### config.mk
export PLATFORM = sky130hd
export DESIGN_NAME = keypad_scan
export DESIGN_NICKNAME = d
export VERILOG_FILES = /design/src/rtl/keypad_pkg.sv /design/src/rtl/keypad_sync.sv /design/src/rtl/keypad_scan.sv
export SDC_FILE = /design/constraint.sdc
export NUM_CORES = 1
export LEC_CHECK = 0
export CAP_MARGIN = 25
export CORE_MARGIN = 2
export CORE_UTILIZATION = 55
export CTS_CLUSTER_SIZE = 8
export DETAILED_ROUTE_END_ITERATION = 16
export PLACE_DENSITY_LB_ADDON = 0.3
export SLEW_MARGIN = 10
export SYNTH_ARGS = -nofsm -noshare
export SYNTH_HDL_FRONTEND = slang
export SYNTH_SLANG_ARGS = --single-unit
export TNS_END_PERCENT = 50
### constraint.sdc
create_clock -name clk -period 4.6 [get_ports clk]
set_input_delay 0.46 -clock clk [delete_from_list [all_inputs] [get_ports clk]]
set_output_delay 0.46 -clock clk [all_outputs]
set_load 0.01 [all_outputs]
### src/rtl/keypad_pkg.sv
// keypad_pkg: state encoding, column drive patterns and row priority for keypad_scan
package keypad_pkg;
  typedef enum logic [1:0] {SCAN, DEBOUNCE, PRESSED, RELEASE} state_t;
  localparam logic [3:0][3:0] COL_PAT = {4'b0111, 4'b1011, 4'b1101, 4'b1110};
  function automatic logic [1:0] row_index(input logic [3:0] rs);
    row_index = 2'd0;
    for (int i = 3; i >= 0; i--) if (!rs[i]) row_index = 2'(i);
  endfunction
  function automatic int unsigned umax(input int unsigned a, input int unsigned b);
    umax = a > b ? a : b;
  endfunction
endpackage

### src/rtl/keypad_sync.sv
// keypad_sync: 2-flop synchronizer for the active-low row inputs, resets to released
module keypad_sync (
  input  logic       clk,
  input  logic       rst,
  input  logic [3:0] d,
  output logic [3:0] q
);
  logic [3:0] s1;
  always_ff @(posedge clk) begin
    if (rst) begin
      s1 <= 4'hF;
      q  <= 4'hF;
    end else begin
      s1 <= d;
      q  <= s1;
    end
  end
endmodule

### src/rtl/keypad_scan.sv
// keypad_scan: 4x4 keypad column scanner with press/release debounce.
// Define KEYPAD_REPEAT_EN to enable auto-repeat of key_valid while a key is held.
module keypad_scan
  import keypad_pkg::*;
#(
  parameter int unsigned SCAN_DIV     = 50000,
  parameter int unsigned DEBOUNCE_CNT = 500000,
  parameter int unsigned REPEAT_DELAY = 25000000,
  parameter int unsigned REPEAT_RATE  = 5000000
) (
  input  logic       clk,
  input  logic       rst,
  input  logic [3:0] row,
  output logic [3:0] col,
  output logic [3:0] key,
  output logic       key_valid,
  output logic       key_held
);
  localparam int unsigned MAXP = umax(umax(SCAN_DIV, DEBOUNCE_CNT), umax(REPEAT_DELAY, REPEAT_RATE));
  localparam int CW = $clog2(MAXP + 1);
  logic [3:0] rs, cand_rs, cand_key;
  logic [1:0] col_idx;
  logic [CW-1:0] div, cnt;
  state_t state, next;
  logic idle, dwell_end, deb_done, press, adv, rep_fire;
  keypad_sync u_sync (.clk(clk), .rst(rst), .d(row), .q(rs));
  always_comb begin
    idle      = rs == 4'hF;
    dwell_end = div == CW'(SCAN_DIV - 1);
    deb_done  = cnt == CW'(DEBOUNCE_CNT - 1);
  end
  always_ff @(posedge clk) state <= rst ? SCAN : next;
  always_comb begin
    next = state;
    case (state)
      SCAN:     next = dwell_end && !idle ? DEBOUNCE : SCAN;
      DEBOUNCE: next = rs != cand_rs ? SCAN : deb_done ? PRESSED : DEBOUNCE;
      PRESSED:  next = idle ? RELEASE : PRESSED;
      RELEASE:  next = idle && deb_done ? SCAN : RELEASE;
      default:  next = SCAN;
    endcase
  end
  always_comb begin
    col      = COL_PAT[col_idx];
    key_held = state == PRESSED || state == RELEASE;
    press    = state == DEBOUNCE && next == PRESSED;
    adv      = next == SCAN && (state != SCAN || dwell_end);
  end
  always_ff @(posedge clk) begin
    if (rst) begin
      col_idx   <= '0;
      div       <= '0;
      cnt       <= '0;
      cand_rs   <= 4'hF;
      cand_key  <= '0;
      key       <= '0;
      key_valid <= 1'b0;
    end else begin
      col_idx   <= adv ? col_idx + 2'd1 : col_idx;
      div       <= state == SCAN && !dwell_end ? div + CW'(1) : '0;
      cnt       <= state == next && (state == DEBOUNCE || (state == RELEASE && idle)) ? cnt + CW'(1) : '0;
      key_valid <= press || rep_fire;
      key       <= press ? cand_key : key;
      if (state == SCAN && dwell_end) begin
        cand_rs  <= rs;
        cand_key <= {row_index(rs), col_idx};
      end
    end
  end
`ifdef KEYPAD_REPEAT_EN
  logic [CW-1:0] rep;
  logic rep_done;
  always_comb rep_fire = state == PRESSED && next == PRESSED &&
                         rep == (rep_done ? CW'(REPEAT_RATE - 1) : CW'(REPEAT_DELAY - 1));
  always_ff @(posedge clk) begin
    if (rst) begin
      rep      <= '0;
      rep_done <= 1'b0;
    end else begin
      rep      <= state == PRESSED && !rep_fire ? rep + CW'(1) : '0;
      rep_done <= state == PRESSED && (rep_done || rep_fire);
    end
  end
`else
  always_comb rep_fire = 1'b0;
`endif
endmodule
# --- Word level (Yosys, flattened, before mapping) ---
# Index checks and enable logic that the tools add are counted.
totals:
  elab_cells: 55
  out_inout_bits: 10
  reg_bits: 75
  in_bits: 6
op_classes:
  add_sub_neg: 3
  reduce_logical: 18
  magnitude_cmp: 1
  bitwise: 2
  muxes: 12
  eq_ne: 9
ops:
  columns: ["cell", "n"]
  rows:
  - ["25-bit by 1-bit adder with 25-bit output, second input constant", 2]
  - ["25-bit by 16-bit == test with 1-bit output, second input constant", 1]
  - ["25-bit by 19-bit == test with 1-bit output, second input constant", 1]
  - ["2-bit 2-to-1 mux", 7]
  - ["4-bit binary-select mux with 2-bit select", 1]
  - ["1-bit logical AND", 8]
  - ["2-bit one-hot mux with 4 select lines", 1]
  - ["2-bit == test, second input constant", 3]
  - ["4-bit == test, second input constant", 1]
  - ["2-bit zero test", 2]
  - ["4-bit 2-to-1 mux", 1]
  - ["4-bit != test", 1]
  - ["2-bit OR reduction", 2]
  - ["1-bit logical OR", 3]
  - ["2-bit by 3-bit less-than comparator with 1-bit output, second input constant", 1]
  - ["2-bit by 1-bit adder with 2-bit output, second input constant", 1]
  - ["2-bit by 1-bit == test with 1-bit output, second input constant", 1]
  - ["2-bit == test", 1]
  - ["1-bit zero test", 2]
  - ["1-bit 2-to-1 mux", 2]
  - ["1-bit inverter", 2]
  - ["2-bit nonzero test", 1]

# --- Depth between registers and ports, before layout ---
logic_depth:
  depth_word: 9
  ltp_mapped: 8
  mapped_depth_nobuf: 6

# --- Hierarchy ---
# A second synthesis with hierarchy kept.
hier_totals:
  hier_cells: 367
  area_unflattened_um2: 3324.4
modules_own_cells:
  columns: ["module", "seq_area_each_um2", "cells_each", "area_each_um2", "n_inst"]
  rows:
  - ["keypad_scan", 1341.3, 351, 3114.2, 1]
  - ["keypad_sync", 160.2, 16, 210.2, 1]

# --- Worst setup path before layout ---
# OpenSTA, ideal clock, no wires.
synth_path:
  kind: "register -> register"
  start: "reg div[0]"
  end: "reg col_idx[0]"
  arrival_ps: 1845
  required_time_ps: 4477
  period_less_slack_ps: 1969
  setup_slack_ps: 2631
  setup_ps: 123
  path_buffers: 1
  stages_incl_launch_ff: 8
  path_cell_list: "dfxtp_1 ha_1 and3_1 clkbuf_1 nand3_1 o31a_1 a211oi_2 mux2_1"
synth_between:
  elab_chain_len: 6
  word_cells_on_any_way: 7
  cone_classes: "1 x eq/ne; 2 x mux; 4 x reduce/logical"
synth_lines:
  columns: ["item", "line", "source"]
  rows:
  - ["start, declared", "keypad_scan.sv:23", "logic [CW-1:0] div, cnt;"]
  - ["start signal, assigned", "keypad_scan.sv:60", "div <= state == SCAN && !dwell_end ? div + CW'(1) : '0;"]
  - ["25-bit by 16-bit == test with 1-bit output (*)", "keypad_scan.sv:29", "dwell_end = div == CW'(SCAN_DIV - 1);"]
  - ["1-bit logical AND", "keypad_scan.sv:36", "SCAN: next = dwell_end && !idle ? DEBOUNCE : SCAN;"]
  - ["1-bit 2-to-1 mux", "keypad_scan.sv:36", null]
  - ["2-bit one-hot mux with 4 select lines", "keypad_scan.sv:35", "case (state)"]
  - ["2-bit zero test", "keypad_scan.sv:47", "adv = next == SCAN && (state != SCAN || dwell_end);"]
  - ["1-bit logical AND (*)", "keypad_scan.sv:47", null]
  - ["end signal, assigned", "keypad_scan.sv:59", "col_idx <= adv ? col_idx + 2'd1 : col_idx;"]
  - ["end, declared", "keypad_scan.sv:22", "logic [1:0] col_idx;"]
# Mark *: on every way between the ends. The rest lies on a longest branch, timed or not.
# A chain may end at the register's enable or synchronous reset.

# --- Worst setup path in the final report ---
layout_path:
  start: "reg state[0]"
  end: "reg cand_key[0]"
layout_between:
  elab_chain_len: 2
layout_lines:
  columns: ["item", "line", "source"]
  rows:
  - ["start, declared", "keypad_scan.sv:24", "state_t state, next;"]
  - ["start signal, assigned", "keypad_scan.sv:32", "always_ff @(posedge clk) state <= rst ? SCAN : next;"]
  - ["2-bit zero test", "keypad_scan.sv:64", "if (state == SCAN && dwell_end) begin"]
  - ["1-bit logical AND", "keypad_scan.sv:64", null]
  - ["end signal, assigned", "keypad_scan.sv:66", "cand_key <= {row_index(rs), col_idx};"]
  - ["end, declared", "keypad_scan.sv:21", "logic [3:0] rs, cand_rs, cand_key;"]
# Every way passes these cells.

==> flow_metrics.py <==
metrics = {
    "status": {
        "outcome": "finished, final reports clean",
    },
    "final_layout": {
        "fillers": 541,
        "layout_commonest_cell": "dfxtp_1",
        "ff_latch_area_mm2": 0.001501,
        "finalNetCount": 399,
        "multi_input_area_mm2": 0.001839,
        "area_delta_synth_final_pct": 11.25,
        "layout_common_cells": "dfxtp_1 (75), nor2_1 (47), xnor2_1 (34)",
        "drive_gt1_share_pct": 8.673,
        "diodes": 0,
    },
    "logic_synthesis": {
        "yosysSeqAreaShare_pct": 42.98,
        "synth_top_family_by_area": "simple AND/OR/NAND/NOR gates",
        "ys_warn_count": 0,
        "synth_area_leaders": "dfxtp_1 (43%), xnor2_1 (8.5%), and4_1 (7.5%)",
        "synth_cell_types": 42,
        "synthFlopType": "dfxtp_1",
        "ys_seq_elements": 75,
        "syn_area_mm2": 0.003493,
        "synth_adder_area_share_pct": 2.149,
        "synthMuxAreaShare_pct": 3.761,
        "syn_area_per_cell_um2": 9.291,
        "synth_edf_count": 0,
        "synth-simple-area-share_pct": 31.02,
        "synth_compound_area_share_pct": 3.009,
        "yosysTopAreaCell": "dfxtp_1",
        "synthesis.nets": 388,
        "yosys.area.top_type_share_pct": 42.98,
        "postSynthCellCount": 376,
        "synth-xor-area-share_pct": 12.54,
        "synthArstFlopShare_pct": 0,
    },
    "place": {
        "place_congestion": 0.7552,
        "dp_hpwl_mm": 4.281,
        "dp_slack_ps": 2242,
        "numPortBuffers": 15,
    },
    "timing": {
        "drv_slew": 0,
        "min_period_over_period_pct": 52.13,
        "skew_ps": 6.955,
        "rsz0062_at_grt": "false",
        "tightest_slew_ps": 833.5,
        "holdWs_ps": 417.3,
        "final_hold_viol_count": 0,
        "slew_headroom_pct": 44.36,
        "fin_crit_ps": 2398,
        "timing.fmax_ghz": 0.4170,
        "tns_ps": 0,
        "worst_slack_ps": 2202,
        "setup_viol_count_final": 0,
    },
    "pwr": {
        "p_leak_uw": 0.001394,
        "comb_power_share_pct": 2.0,
        "switching_share_pct": 20.66,
        "pwr-share-seq_pct": 52.2,
        "power.total_uw": 1262,
        "peakVddDrop_v": 0.0002285,
        "clkPwrFrac_pct": 45.7,
        "internal_power_uw": 1001,
        "p_switching_uw": 260.7,
        "powerDensity_mw_per_mm2": 324.7,
    },
    "floorplanning": {
        "core-area_mm2": 0.006241,
        "fp.dieH_um": 83.70,
        "row_count": 29,
        "die_w_um": 83.70,
        "dieArea_mm2": 0.007005,
        "start_util_pct": 55.97,
        "pin_count": 16,
    },
    "grt": {
        "grtUsageTotal_pct": 19.44,
        "grt_start_max_net_pins": 32,
        "antenna_found_initial": 0,
        "grt_pass1_vias": 2496,
        "grt_overflow_total": 0,
        "grt_pass1_wl_mm": 11.10,
    },
    "clock_tree": {
        "post_cts_buffers": 0,
        "cts_resized": 0,
        "cts_inserted_buffers": 9,
        "clockBufferDepth": 2,
        "clockRootBuffer": "clkbuf_8",
        "clk_pin_slew_ps": 80,
        "cts_tree": "yes",
        "htreeDepth": 3,
        "clk_latency_ps": 350,
        "cts_sinks": 75,
        "ctsHoldBuffers": 0,
    },
    "job": {
        "cap_violations": 0,
    },
    "drt": {
        "via_count": 2604,
        "detail_route.vias_per_cell": 5.552,
        "drt_iter0_drc": 114,
        "wl_per_cell_um": 13.76,
        "detail-route-antenna-nets": 0,
        "drc": 0,
        "wl_mm": 6.455,
        "first_pass_iters": 4,
    },
    "setup_path": {
        "cp_data_required_time_ps": 4810,
        "crit_arrival_ps": 2610,
        "crit_path_start_kind": "flip-flop",
        "critPathKind": "reg2reg",
        "worstSetupEndpointType": "flip-flop",
        "crit_fanout": 31,
    },
    "hold_path": {
        "min_path_type": "reg2reg",
    },
}
layout make-up:
class,instances,share of cell area (%)
multi-input cells,269,47.33
flip-flops and latches,75,38.63
repair buffers,17,4.250
clock buffers,12,3.992
well taps,77,2.479
clock inverters,4,1.867
inverters,15,1.449
per-layer routing:
layer | up-vias | part of all wire (%) | global-route usage [%]
met2 | 45 | 47 | 30.40
met3 | 10 | 3.5 | 5.341
li1 | 1338 | - | -
met1 | 1211 | 47 | 24.61
met5 | - | 0 | 0
met4 | 0 | 1.8 | 9.824
power by group through the flow:
| stage | Combinational (µW) | Clock, µW | Sequential [µW] |
|---|---|---|---|
| 2_1_floorplan | 17.7 | 0 | 673 |
| 6_report | 25.8 | 577 | 659 |
| 3_3_place_gp | 25.4 | 0 | 674 |
| 4_1_cts | 26.1 | 585 | 659 |
| 5_1_grt | 29.4 | 613 | 660 |
| 3_5_place_dp | 26.1 | 0 | 674 |
worst max-delay path: stages, from the launching register on:
cell	delay, ps
dfxtp_1	590
or2_2	460
nor4b_2	650
buf_4	280
mux2i_1	220
nor2_1	50
worst paths after layout:
| kind | startpoint | endpoint | slack [ps] | cells after the start |
|---|---|---|---|---|
| setup / recovery | state[0]$_SDFF_PP0_ | cand_key[0]$_SDFFE_PP0P_ | 2200 | 5 |
| hold / removal | u_sync.s1[3]$_SDFF_PP1_ | u_sync.q[3]$_SDFF_PP1_ | 420 | 1 |
| setup reg to reg | state[0]$_SDFF_PP0_ | cand_key[0]$_SDFFE_PP0P_ | 2200 | 5 |
| hold reg to reg | u_sync.s1[3]$_SDFF_PP1_ | u_sync.q[3]$_SDFF_PP1_ | 420 | 1 |
Yosys cell counts, types with 2 or more instances:
library cell and instances:
a21oi_1 5, and2_1 3, and3_1 5, and4_1 30, buf_2 2, buf_4 2, buf_6 3, clkbuf_1 9
dfxtp_1 75, ha_1 6, inv_1 15, mux2i_1 12, nand2_1 21, nand2b_1 2, nand3_1 22, nand4_1 15
nor2_1 47, nor3_1 12, nor4_1 6, nor4b_1 4, nor4bb_1 2, o21ai_0 2, or2_2 9, xnor2_1 34
xor2_1 16
registers in the layout (all words and copies together), names as in the netlist:
| name | count |
|---|---|
| u_sync.s1 | 4 |
| key | 4 |
| key_valid | 1 |
| cnt | 25 |
| col_idx | 2 |
| cand_rs | 4 |
| div | 25 |
| state | 2 |
| cand_key | 4 |
| u_sync.q | 4 |
logic make-up after synthesis:
group           after synthesis
mux                          13
simple gates                187
flops                        75
compound gates               13
xor+xnor                     50
fa+ha+maj                     6
buf+inv                      32
through the flow:
stage                     std cells  utilization [%]  cell area, µm²
after floorplan                 376                -            3493
after global placement          452            58.50            3651
after detailed placement        453            58.62            3659
after CTS                       469            62.27            3886
after global routing            469            62.27            3886
final                           469            62.27            3886
Power figures use the tool's default switching activity.
